## src/rtl/fetch_unit.sv

```systemverilog
// Instruction fetch unit and architectural PC register for the RISC-V core.
// Optional misaligned-target trap enabled by defining FETCH_ALIGN_CHECK_EN.
module fetch_unit #(
   parameter logic [31:0] RESET_VECTOR   = 32'h0000_0000,
   parameter int          TIMEOUT_CYCLES = 16
) (
   input  logic        CLK,
   input  logic        RST,
   input  logic [31:0] NEXT_PC,
   input  logic        EXEC_DONE,
   input  logic        IMEM_ACK,
   input  logic [31:0] IMEM_DATA,
   output logic [31:0] PC,
   output logic        HOLD,
   output logic        IMEM_REQ,
   output logic [31:0] IMEM_ADDR,
   output logic [31:0] INSTR,
   output logic        INSTR_VALID,
   output logic        FETCH_ERR,
   output logic        MISALIGN
);

   localparam int              CW        = $clog2(TIMEOUT_CYCLES) + 1;
   localparam logic [CW-1:0]   CNT_LIMIT = CW'(TIMEOUT_CYCLES - 1);
   localparam logic [CW-1:0]   CNT_MAX   = '1;

   typedef enum logic [1:0] {
      IDLE,
      FETCH,
      EXEC,
      ERROR
   } state_t;

   state_t          state_q, state_d;
   logic [31:0]     pc_q, pc_d;
   logic [31:0]     instr_q, instr_d;
   logic [CW-1:0]   cnt_q, cnt_d;
   logic            fetch_err_q, fetch_err_d;
`ifdef FETCH_ALIGN_CHECK_EN
   logic            misalign_q, misalign_d;
`endif

   always_ff @(posedge CLK or posedge RST) begin
      if (RST) begin
         state_q     <= IDLE;
         pc_q        <= RESET_VECTOR;
         instr_q     <= '0;
         cnt_q       <= '0;
         fetch_err_q <= 1'b0;
`ifdef FETCH_ALIGN_CHECK_EN
         misalign_q  <= 1'b0;
`endif
      end else begin
         state_q     <= state_d;
         pc_q        <= pc_d;
         instr_q     <= instr_d;
         cnt_q       <= cnt_d;
         fetch_err_q <= fetch_err_d;
`ifdef FETCH_ALIGN_CHECK_EN
         misalign_q  <= misalign_d;
`endif
      end
   end

   always_comb begin
      state_d     = state_q;
      pc_d        = pc_q;
      instr_d     = instr_q;
      cnt_d       = cnt_q;
      fetch_err_d = fetch_err_q;
`ifdef FETCH_ALIGN_CHECK_EN
      misalign_d  = misalign_q;
`endif
      case (state_q)
         IDLE: begin
            state_d = FETCH;
            cnt_d   = '0;
         end
         FETCH: begin
            // An acknowledge in the timeout cycle still wins over the error.
            if (IMEM_ACK) begin
               instr_d = IMEM_DATA;
               cnt_d   = '0;
               state_d = EXEC;
            end else if (cnt_q >= CNT_LIMIT) begin
               fetch_err_d = 1'b1;
               state_d     = ERROR;
            end else if (cnt_q != CNT_MAX) begin
               cnt_d = cnt_q + 1'b1;
            end
         end
         EXEC: begin
            if (EXEC_DONE) begin
`ifdef FETCH_ALIGN_CHECK_EN
               if (NEXT_PC[1:0] != 2'b00) begin
                  misalign_d  = 1'b1;
                  fetch_err_d = 1'b1;
                  state_d     = ERROR;
               end else begin
                  pc_d    = NEXT_PC;
                  state_d = FETCH;
               end
`else
               pc_d    = NEXT_PC & 32'hFFFF_FFFC;
               state_d = FETCH;
`endif
            end
         end
         ERROR: begin
            state_d = ERROR;
         end
         default: begin
            state_d = IDLE;
         end
      endcase
   end

   assign PC          = pc_q;
   assign IMEM_ADDR   = pc_q;
   assign INSTR       = instr_q;
   assign IMEM_REQ    = (state_q == FETCH);
   assign HOLD        = (state_q != EXEC);
   assign INSTR_VALID = (state_q == EXEC);
   assign FETCH_ERR   = fetch_err_q;
`ifdef FETCH_ALIGN_CHECK_EN
   assign MISALIGN    = misalign_q;
`else
   assign MISALIGN    = 1'b0;
`endif

endmodule

```

## config.mk

```make
export PLATFORM = sky130hd
export DESIGN_NAME = fetch_unit
export DESIGN_NICKNAME = d
export VERILOG_FILES = /design/src/rtl/fetch_unit.sv
export SDC_FILE = /design/constraint.sdc
export NUM_CORES = 1
export LEC_CHECK = 0
export CORE_ASPECT_RATIO = 1.5
export CORE_MARGIN = 8
export CORE_UTILIZATION = 43
export CTS_BUF_LIST = sky130_fd_sc_hd__clkbuf_4
export CTS_CLUSTER_DIAMETER = 40
export DETAILED_ROUTE_END_ITERATION = 7
export GPL_TIMING_DRIVEN = 0
export PLACE_DENSITY = 0.86
export SETUP_SLACK_MARGIN = 0.2
export SYNTH_ARGS = -nofsm -noshare
export SYNTH_HDL_FRONTEND = slang
export SYNTH_SLANG_ARGS = --single-unit
```

## constraint.sdc

```tcl
create_clock -name CLK -period 3.5 [get_ports CLK]
set_clock_uncertainty 0.05 [all_clocks]
set_input_delay 0.875 -clock CLK [delete_from_list [all_inputs] [get_ports CLK]]
set_output_delay 0.875 -clock CLK [all_outputs]
set_load 0.02 [all_outputs]
```

==> results.ini, run 1 <==
[status]
outcome=complete, no violations

[cells_and_area]
nets=462
mostFrequentLayoutCell=clkdlybuf4s50_1
antennaDiodeCount=0
drive_gt1_share_pct=29.2
final_cell_mix=clkdlybuf4s50_1, dfrtp_1, mux2_2
design_area_um2=4880
areaGrowthSynthToFinish_pct=59.5
layout.cells.non_filler=472
finish.utilization_pct=70.8

[critical_path]
crit_required_ns=2.57
crit_family=buffers and inverters
crit_type=flip-flop to output pin
reg2regPathDepth=6
end_kind=output pin
slowest_stage=clkdlybuf4s50_1
path_buf_inv=1
path_cells=and2b_4 -> clkdlybuf4s50_1
critPathMaxFanout=3
crit_arrival_ns=1.69
cp.depth=2
cp-start-kind=flip-flop
cpPeakStageDelay_ns=0.62

[global_route]
grt_pass1_vias=2497
antenna_found_initial=0
gr-total-overflow=0
grt_max_degree=71
grt_pass1_wl_mm=13.1
grt_usage_pct=16.6

[floorplanning]
ios=169
die_w_um=84.9
start_util_pct=44.4
dieArea_um2=10100
core_um2=6900
die_height_um=119
num_rows=37

[clock_network]
post-cts-setup-buffers=0
clk_pin_slew_ns=0.10
cts-resized-gates=0
htreeDepth=3
cts_tree=built
cts_buffer_depth=2
insertion_delay_ns=0.40
ctsHoldBuffers=0
clock_sinks=70
cts_root_buf=clkbuf_4
cts_buffers=9

[timing]
fin_setup_tns_ns=0
maxSlewHeadroom_pct=42.9
hold_viol_final=0
setup_viol=0
slew_violations=0
post-route-min-period_ns=2.61
final.period_utilization_pct=74.6
tightest_slew_ns=0.857
fmax_ghz=0.383
rsz0062_at_grt=false

[placement]
placed_cell_area_um2=4790
hpwl_mm=6.59
dpl.cell_count=458
gp_congestion=0.840
port_buffers=161

[yosys]
yosys.area_share.xor_xnor_pct=0
yosys.cell_types.count=32
synth-seq-cells=70
ys_seq_area_share_pct=57.2
synth-simple-area-share_pct=5.23
synth_area_um2=3060
synth_compound_area_share_pct=2.37
netlist.area_leader.share_pct=57.2
yosysTopAreaCell=dfrtp_1
ys_top_cells_by_area=dfrtp_1, mux2_2, buf_4
yosys_warnings=0
synth_area_per_cell_um2=14.2
synth_fa_ha_area_share_pct=1.23
synthMuxAreaShare_pct=22.8
syn_inst=215
synth_top_family_by_area=multiplexers

[pwr]
ir_worst_vdd_mv=0.461
p_leak_nw=2.16
power-per-cell-area_nw_per_um2=946

[routing]
wl_mm=8.15
drc=0
vias=2265
wl_per_cell_um=17.3
ant_nets=0
via_per_inst=4.80
drt_iter0_markers=69
first_pass_iters=4

[run]
drv_cap=0

[min_path]
hold_class=flip-flop to flip-flop
hold_path_depth=1

[cell type report]
class | count | area [µm²]
buffer | 42 | 323
clock buffer | 11 | 82.6
clock inverter | 3 | 13.8
fill | 504 | 2010
inverter | 4 | 17.5
multi-input combinational | 103 | 987
sequential | 70 | 1750
tap | 78 | 97.6
timing repair buffer | 161 | 1610
[per-stage QoR]
stage	hold WS, ns	setup slack, ns	total power, mW
2_1_floorplan	0.441	0.807	2.92
5_1_grt	0.470	0.776	4.88
4_1_cts	0.437	0.842	4.69
6_report	0.427	0.888	4.62
3_3_place_gp	0.409	-0.386	4.19
3_5_place_dp	0.414	1.02	4.28
[where the power goes]
group          total [mW]  leakage (nW)  internal (mW)  switching, mW
clock               0.408        0.0600          0.150          0.257
sequential           1.44         0.855           1.18          0.256
combinational        2.78          1.25           1.55           1.22
[cells in the mapped netlist]
| cell type | number |
|---|---|
| a211oi_1 | 1 |
| a21o_1 | 1 |
| a21oi_1 | 1 |
| and2b_4 | 1 |
| and3_1 | 2 |
| and4_1 | 1 |
| and4b_1 | 1 |
| buf_2 | 3 |
| buf_4 | 35 |
| buf_6 | 4 |
| conb_1 | 1 |
| dfrtp_1 | 70 |
| ha_1 | 3 |
| inv_1 | 4 |
| mux2_1 | 8 |
| mux2_2 | 54 |
| nand2_1 | 4 |
| nand2_2 | 1 |
| nand4_1 | 2 |
| nand4b_1 | 1 |
| nor2_1 | 3 |
| nor2b_1 | 2 |
| nor2b_2 | 1 |
| nor3_1 | 1 |
| nor3b_4 | 1 |
| nor4b_1 | 1 |
| o211ai_1 | 1 |
| o21a_1 | 1 |
| o21ai_1 | 2 |
| o221ai_1 | 2 |
| o32a_1 | 1 |
| or4_4 | 1 |
[sequential cells by signal, summed over array words and instances (netlist names)]
register,flops
state_q,2
INSTR,32
cnt_q,5
FETCH_ERR,1
IMEM_ADDR,30
[cell families after synthesis]
group,Yosys count
and+or+nand+nor,23
muxes,62
buffers and inverters,46
DFF,70
other,1
adders and majority gates,3
AOI/OAI and AO/OA,10
[worst register-to-register path, stage by stage (launching register included)]
cell and delay (ns):
dfrtp_1 0.44, ha_1 0.25, and3_1 0.20, ha_1 0.21
or4_4 0.52, o221ai_1 0.17, o21ai_1 0.09
[metal layers]
| metal | GRT usage, % | routed length [µm] |
|---|---|---|
| met4 | 6.72 | 116 |
| met5 | 0 | 0 |
| met1 | 16.5 | 3000 |
| met3 | 8.74 | 895 |
| met2 | 28.4 | 4150 |
[final timing paths]
| path | from | to | slack [ns] |
|---|---|---|---|
| hold / removal | FETCH_ERR$_DFFE_PP0P_ | FETCH_ERR$_DFFE_PP0P_ | 0.43 |
| min in group asynchronous | RST | IMEM_ADDR[5]$_DFFE_PP0P_ | 0.96 |
| setup / recovery | state_q[1]$_DFFE_PP0P_ | IMEM_REQ | 0.89 |
| max in group asynchronous | RST | state_q[1]$_DFFE_PP0P_ | 1.89 |
| setup reg to reg | cnt_q[0]$_DFFE_PP0P_ | cnt_q[1]$_DFFE_PP0P_ | 1.45 |
| hold reg to reg | FETCH_ERR$_DFFE_PP0P_ | FETCH_ERR$_DFFE_PP0P_ | 0.43 |
No activity file was read; power rests on OpenSTA's default activity.
==> run 2, diff against run 1 <==
--- a/config.mk
+++ b/config.mk
@@ -7,12 +7,12 @@
 export LEC_CHECK = 0
 export CORE_ASPECT_RATIO = 1.5
 export CORE_MARGIN = 8
-export CORE_UTILIZATION = 43
+export CORE_UTILIZATION = 40
 export CTS_BUF_LIST = sky130_fd_sc_hd__clkbuf_4
 export CTS_CLUSTER_DIAMETER = 40
 export DETAILED_ROUTE_END_ITERATION = 7
 export GPL_TIMING_DRIVEN = 0
-export PLACE_DENSITY = 0.86
+export PLACE_DENSITY = 0.81
 export SETUP_SLACK_MARGIN = 0.2
 export SYNTH_ARGS = -nofsm -noshare
 export SYNTH_HDL_FRONTEND = slang
==> constraint.sdc (replaced) <==
create_clock -name CLK -period 2.7 [get_ports CLK]
set_clock_uncertainty 0.05 [all_clocks]
set_input_delay 0.675 -clock CLK [delete_from_list [all_inputs] [get_ports CLK]]
set_output_delay 0.675 -clock CLK [all_outputs]
set_load 0.02 [all_outputs]
==> run 2 against run 1 <==
Effect of this change:
- final area up 0.90%
- sequential power rose by 28%
- clock power rose by 35%
- flip-flop and latch count did not move
- worst setup slack worse by 0.44 ns
==> results.ini, run 2 (synthesized netlist as in run 1, its figures left out) <==
[status]
outcome=complete, no violations

[placement]
placed_cell_area_um2=4820
place_worst_setup_slack_ns=0.427
gp_congestion=0.747
hpwl_mm=6.44
dpl.cell_count=482
port_buffers=161

[timing]
fmax_ghz=0.443
timing.hold.ws_ns=0.431
tightest_slew_ns=0.848
maxSlewHeadroom_pct=43.4
post-route-min-period_ns=2.26
rsz0062_at_grt=false
setup_viol=0
hold_viol_final=0
slew_violations=0
final.period_utilization_pct=83.6
fin_ws_ns=0.444

[min_path]
hold_path_depth=1
hold_class=flip-flop to flip-flop
hp-start=FETCH_ERR$_DFFE_PP0P_

[critical_path]
path_buf_inv=2
path_cells=buf_4 -> clkdlybuf4s50_1
cpPeakStageDelay_ns=0.60
crit_arrival_ns=1.53
crit_type=flip-flop to output pin
crit_start=IMEM_ADDR[26]$_DFFE_PP0P_
cp.depth=2
reg2regPathDepth=6
cp-start-kind=flip-flop
slowest_stage=clkdlybuf4s50_1
crit_family=buffers and inverters
r2r-start=cnt_q[0]$_DFFE_PP0P_
critPathMaxFanout=3
end_kind=output pin
crit_required_ns=1.98

[cells_and_area]
design_area_um2=4930
nets=462
layout.cells.non_filler=497
drive_gt1_share_pct=29.1
antennaDiodeCount=0
final_cell_mix=clkdlybuf4s50_1, dfrtp_1, mux2_2
mostFrequentLayoutCell=clkdlybuf4s50_1
areaGrowthSynthToFinish_pct=61.0
largest_reg_flops=32

[routing]
ant_nets=0
vias=2290
wl_mm=8.01
via_per_inst=4.61
drt_iter0_markers=62
wl_per_cell_um=16.1
first_pass_iters=6
drc=0

[clock_network]
cts-resized-gates=0
ctsHoldBuffers=0
post-cts-setup-buffers=0
clk_pin_slew_ns=0.10
cts_root_buf=clkbuf_4
clock_sinks=70
cts_buffers=9
insertion_delay_ns=0.41
htreeDepth=3
cts_tree=built
cts_buffer_depth=2

[global_route]
grt_pass1_vias=2508
grt_max_degree=71
gr-total-overflow=0
antenna_found_initial=0
grt_pass1_wl_mm=12.2
grt_usage_pct=14.9

[floorplanning]
dieArea_um2=10800
num_rows=39
die_w_um=87.4
start_util_pct=40.7
ios=169
core_um2=7510
die_height_um=123

[pwr]
combPwrFrac_pct=59.9
power-per-cell-area_nw_per_um2=1220
switching_power_mw=2.24
ir_worst_vdd_mv=0.894
power.share.clock_pct=9.2
power_frac_seq_pct=30.9
netSwitchingFraction_pct=37.3
p_int_mw=3.75
p_leak_nw=2.20

[run]
drv_cap=0

==> run 2: changes by cell type in the layout (fill, tap and decap cells not counted) <==
cell,before,now
clkinv_2,2,1
clkdlybuf4s50_1,161,158
clkinv_1,1,2
clkbuf_4,11,12
dlymetal6s2s_1,0,3
==> run 2: worst register-to-register path, delay by kind of cell (launching register included) <==
family / cells / cell delay, ns
and+or+nand+nor: 2 / 0.71
adders and majority gates: 2 / 0.45
DFF: 1 / 0.44
AOI/OAI and AO/OA: 2 / 0.28
==> run 2: final timing paths <==
| kind | end | slack, ns |
|---|---|---|
| worst max-delay path | PC[26] | 0.44 |
| worst min-delay path | FETCH_ERR$_DFFE_PP0P_ | 0.43 |
| worst max register to register | cnt_q[0]$_DFFE_PP0P_ | 0.65 |
| worst min register to register | FETCH_ERR$_DFFE_PP0P_ | 0.43 |
| max in group asynchronous | INSTR[7]$_DFFE_PP0P_ | 1.29 |
| min in group asynchronous | cnt_q[0]$_DFFE_PP0P_ | 0.74 |
==> run 2: final cells by class <==
cell class              count  area [µm²]
fillers                   617        2590
flip-flops and latches     70        1750
repair buffers            161        1620
multi-input cells         103         987
plain buffers              42         323
well taps                 102         128
clock buffers              12        90.1
inverters                   4        17.5
clock inverters             3        12.5
==> run 2: layer usage <==
| layer | wire length, µm | track usage, % |
|---|---|---|
| met1 | 2690 | 13.8 |
| met2 | 4190 | 26.0 |
| met3 | 1020 | 8.18 |
| met4 | 114 | 7.03 |
| met5 | 0 | 0 |
==> run 2: metrics by stage <==
stage / setup TNS (ns) / power, mW / utilization [%]
2_1_floorplan: 0 / 3.79 / -
4_1_cts: 0 / 6.09 / 65.5
6_report: 0 / 5.99 / 65.6
3_3_place_gp: -71.76 / 5.43 / 64.1
5_1_grt: 0 / 6.32 / 65.6
3_5_place_dp: 0 / 5.52 / 64.1
==> run 2: power groups by stage <==
stage	Combinational [mW]	Clock (mW)	Sequential (mW)
finish	3.59	0.551	1.85
CTS	3.65	0.578	1.86
floorplan	1.39	0	2.40
global route	3.78	0.621	1.92
detailed placement	3.65	0	1.88
global placement	3.59	0	1.85
==> run 3, diff against run 2 <==
==> constraint.sdc (replaced) <==
create_clock -name CLK -period 2.2 [get_ports CLK]
set_clock_uncertainty 0.05 [all_clocks]
set_input_delay 0.55 -clock CLK [delete_from_list [all_inputs] [get_ports CLK]]
set_output_delay 0.55 -clock CLK [all_outputs]
set_load 0.02 [all_outputs]
==> run 3 against run 2 <==
Effect of this change:
- critical path depth is 4 higher
- cell count increased by 0.80%
- non-clock buffer count up 3
- routed wire length increased by 1.0%
- flip-flop and latch count is the same
- sequential share of layout area is 0.33 points higher
- critical path type is now flip-flop to flip-flop
- largest cell class unchanged
- highest routed layer unchanged
==> results.ini, run 3 (synthesized netlist as in run 1, its figures left out) <==
[clock_network]
cts_tree=built
cts_root_buf=clkbuf_4
insertion_delay_ns=0.40
clk_pin_slew_ns=0.11
cts_buffer_depth=2
cts_buffers=9
ctsHoldBuffers=0
clock_sinks=70
htreeDepth=3

[critical_path]
end_kind=flip-flop
path_cells=ha_4 -> and3_1 -> ha_2 -> or4_4 -> o221ai_1 -> o21ai_1
reg2reg_slack_ns=0.28
cp-start-kind=flip-flop
critPathMaxFanout=3
reg2regPathDepth=6
crit_required_ns=2.44
cpPeakStageDelay_ns=0.52
r2r-start=cnt_q[1]$_DFFE_PP0P_
crit_arrival_ns=2.16
crit_type=flip-flop to flip-flop
slowest_stage=or4_4
r2r-end=cnt_q[0]$_DFFE_PP0P_

[floorplanning]
dieArea_um2=10800
start_util_pct=40.7
die_w_um=87.4
num_rows=39
die_height_um=123
core_um2=7510
ios=169

[placement]
hpwl_mm=6.66
gp_congestion=0.774
port_buffers=161
place_worst_setup_slack_ns=0.106

[routing]
via_per_inst=4.53
wl_mm=8.10
ant_nets=0
drt_iter0_markers=33
drc=0
vias=2269
wl_per_cell_um=16.2
first_pass_iters=4

[timing]
fin_setup_tns_ns=0
setup_viol=0
fmax_ghz=0.521
slew_violations=0
post-route-min-period_ns=1.92
maxSlewHeadroom_pct=43.0
hold_viol_final=0
fin_ws_ns=0.279
final.period_utilization_pct=87.3
rsz0062_at_grt=false
tightest_slew_ns=0.853

[global_route]
antenna_found_initial=0
grt_pass1_wl_mm=12.7
grt_pass1_vias=2510
grt_usage_pct=15.3
grt_max_degree=40
gr-total-overflow=0

[cells_and_area]
mostFrequentLayoutCell=dlygate4sd2_1
areaGrowthSynthToFinish_pct=59.5
largest_reg_flops=32
nets=465
antennaDiodeCount=0
final_cell_mix=dlygate4sd2_1, dfrtp_1, clkdlybuf4s50_1
drive_gt1_share_pct=31.1

[min_path]
min_to=FETCH_ERR$_DFFE_PP0P_
hold_class=flip-flop to flip-flop
hold_path_depth=1
hp-start=FETCH_ERR$_DFFE_PP0P_

[status]
outcome=complete, no violations

[pwr]
ir_worst_vdd_mv=1.07
p_leak_nw=2.42
power-per-cell-area_nw_per_um2=1410

[run]
drv_cap=0

## run 3: cell types whose count changed in the layout (fill, tap and decap cells not counted), sizes merged
cell	change
clkdlybuf4s50	-93
dlygate4sd2	+90
buf	+4
clkinv	+2
bufinv	+1
clkbuf	-1
clkdlybuf4s15	+1
clkinvlp	+1
inv	-1
## run 3: stage by stage
stage	util (%)	power, mW	std cells	instance area (µm²)	hold WS, ns
after floorplan	-	4.65	219	3080	0.441
after global placement	64.1	6.66	482	4820	0.395
after detailed placement	64.4	6.80	483	4840	0.407
after CTS	64.8	6.99	501	4870	0.427
after global routing	65.0	7.28	501	4880	0.437
final	65.0	6.87	501	4880	0.420
## run 3: per-layer routing
layer  global-route usage [%]  up-vias  wire, µm
li1                         -     1066         -
met1                     14.3     1086      2860
met2                     27.5      107      4210
met3                     6.65       10       888
met4                     7.24        0       138
met5                        0        -         0
## run 3: final cells by class
cell class,count,area [µm²]
Clock inverter,6,52.6
Timing Repair Buffer,164,1530
Buffer,42,323
Inverter,4,18.8
Fill cell,648,2630
Tap cell,102,128
Clock buffer,10,75.1
Multi-Input combinational cell,103,1000
Sequential cell,70,1750
## run 3: worst max path at each step
stage | startpoint | slack [ns] | cells after the start | to
after floorplan | cnt_q[0]$_DFFE_PP0P_ | 0.31 | 6 | cnt_q[0]$_DFFE_PP0P_
after global placement | RST | -0.05 | 2 | INSTR[0]$_DFFE_PP0P_
after detailed placement | IMEM_ACK | 0.11 | 4 | cnt_q[4]$_DFFE_PP0P_
after CTS | state_q[1]$_DFFE_PP0P_ | 0.14 | 3 | HOLD
after global routing | state_q[0]$_DFFE_PP0P_ | 0.20 | 2 | INSTR_VALID
final | cnt_q[1]$_DFFE_PP0P_ | 0.28 | 6 | cnt_q[0]$_DFFE_PP0P_
## run 3: where the power goes
part,switching [mW],leakage [nW],internal [mW]
clock,0.430,0.0750,0.347
sequential,0.366,0.855,1.88
combinational,1.95,1.49,1.89
total,2.75,2.42,4.12
## run 3: critical path: cells and delay by family, from the launching register on
| kind | cells | cell delay [ns] |
|---|---|---|
| simple gates | 2 | 0.70 |
| flops | 1 | 0.42 |
| fa+ha+maj | 2 | 0.37 |
| compound gates | 2 | 0.26 |
## run 3: what timing repair did
item                       in CTS  in global routing
setup buffers                   2                  0
gates cloned                    0                  0
hold endpoints to repair        0                  0
setup endpoints to repair      95                  7
gates resized for setup        97                  9
==> RTL edit, RTL diff (flow settings as in run 2) <==
Re-encode `state_t` (4 states) as one-hot, 4 bits wide.
--- a/src/rtl/fetch_unit.sv
+++ b/src/rtl/fetch_unit.sv
@@ -25,9 +25,9 @@
    localparam logic [CW-1:0]   CNT_MAX   = '1;
 
-   typedef enum logic [1:0] {
-      IDLE,
-      FETCH,
-      EXEC,
-      ERROR
+   typedef enum logic [3:0] {
+      IDLE  = 4'b0001,
+      FETCH = 4'b0010,
+      EXEC  = 4'b0100,
+      ERROR = 4'b1000
    } state_t;
 
Check against the original RTL: same outputs for any inputs over 10 cycles, from zero or initial values and one cycle with RST high; not proved beyond that.
==> RTL edit against run 2 <==
Wire length grew 7.3%; highest routed layer unchanged; worst setup slack worse by 0.11 ns; cell area up 5.3%; synthesized area is 8.1% higher; largest power group unchanged; clock power is 2% higher; total power is 1.9% lower; sequential cell count up 2.
==> RTL edit: results (changes against run 2) <==
CP Max Fanout=9 (+6); gp weighted congestion=0.7350 (-1.5%); sequential fraction of the synthesis area=0.5448 (-0.02733); Pre-antenna DRT Iters=4 (-2); vias post-DR=2375 (+3.7%); NumNets Final=477 (+3.2%); GRT Util Overall=0.1507 (+0.001521); Synth area leaders=dfrtp_1 54%, mux2_4 13%, mux2_2 12%; final WL=8600 microns (+7.3%); maximum vdd drop=655.2 uV (-27%); library cells used by synthesis=36 (+13%); run status=complete, no violations; max FFs per register=32 (unchanged); Worst Path Arrival=1.64 ns (+0.11 ns); hold wc startpoint=FETCH_ERR; starting DRC count in detailed routing=66 (+6.5%); Static Leak=0.002423 uW (+9.9%); layout cells sized above 1=0.3212 (+0.03003); Reg2Reg Depth=7 (+1); Reg2Reg Setup Slack=0.62 ns (-0.03 ns); global-route wire length before repair=13700 microns (+12%); IO buf count=161 (unchanged); Least-Margin Pin Slew=0.7647 ns (-0.08367 ns); # fillers=619 (+0.32%); synth cell count leaders=71 x dfrtp_1, 35 x buf_4, 34 x mux2_2; vias in the first global route=2618 (+4.4%); antenna violations before repair=0 (unchanged); hpwl dp=6964 microns (+8.2%); largest net degree at the start of global routing=39 (-45%)
==> RTL edit: changes by cell type after synthesis, moves of 3 or more <==
| cell | run 2 | this run |
|---|---|---|
| mux2_4 | 0 | 29 |
| mux2_1 | 8 | 0 |
| o21ai_0 | 0 | 5 |
| buf_2 | 3 | 6 |
| mux2_2 | 54 | 34 |
==> RTL edit: worst max-delay path by stage <==
stage | from | to | slack [ns]
after floorplan | state_q[0] | HOLD | 0.81
after global placement | RST | IMEM_ADDR[21] | 0.29
after detailed placement | state_q[0] | IMEM_REQ | 0.31
after CTS | state_q[0] | IMEM_REQ | 0.12
after global routing | state_q[0] | IMEM_REQ | 0.21
final | state_q[0] | IMEM_REQ | 0.33
==> RTL edit: where the power goes <==
| part | switching [uW] | internal, uW | leakage (uW) |
|---|---|---|---|
| clock network | 340 | 225 | 0.0000669 |
| registers | 316 | 1550 | 0.000899 |
| logic | 1500 | 1940 | 0.00146 |
==> RTL edit: area by class of cell <==
cell class,count,area (sq um),area share
multi-input cells,114,1184,0.2282
repair buffers,162,1617,0.3116
flip-flops and latches,72,1804,0.3478
inverters,3,15.01,0.002894
plain buffers,44,326.6,0.06295
clock buffers,13,97.59,0.01881
clock inverters,3,12.51,0.002412
well taps,105,131.4,0.02533
==> RTL edit: critical path, stage by stage, from the launching register on <==
cell,delay (ns)
dfstp_2,0.38
buf_2,0.18
nor4b_4,0.44
clkbuf_2,0.25
==> RTL edit: per-layer routing <==
layer / GRT usage / part of all wire / up-vias
li1: - / - / 1110
met5: 0 / 0 / -
met1: 0.1465 / 0.36 / 1146
met2: 0.2683 / 0.54 / 101
met3: 0.05393 / 0.075 / 18
met4: 0.09055 / 0.027 / 0
==> RTL edit: kinds of logic after synthesis <==
family | count (synthesis) | synth area share
AO/OA/AOI/OAI | 17 | 0.03403
XOR/XNOR | 1 | 0.002647
adder cells (fa/ha/maj) | 3 | 0.01134
buffers and inverters | 47 | 0.1021
flip-flops | 72 | 0.5448
multiplexers | 63 | 0.2473
other | 1 | 0.001133
AND/OR/NAND/NOR | 25 | 0.05672
==> RTL edit: what timing repair did <==
item | in CTS | in global routing
pin swaps | 0 | 1
cloned | 0 | 0
setup endpoints to repair | 3 | 3
gates resized for setup | 3 | 7
==> RTL edit: metrics by stage <==
step                hold slack, ns  cells  power [uW]  cell area, sq um  worst slack [ns]
floorplan                   0.4590    233        3790              3328            0.8092
global placement            0.4175    499        5298              5071            0.2876
global route                0.4803    516        6210              5187            0.2093
CTS                         0.4426    516        5976              5197            0.1233
detailed placement          0.4146    500        5389              5091            0.3089
finish                      0.4359    516        5873              5187            0.3330
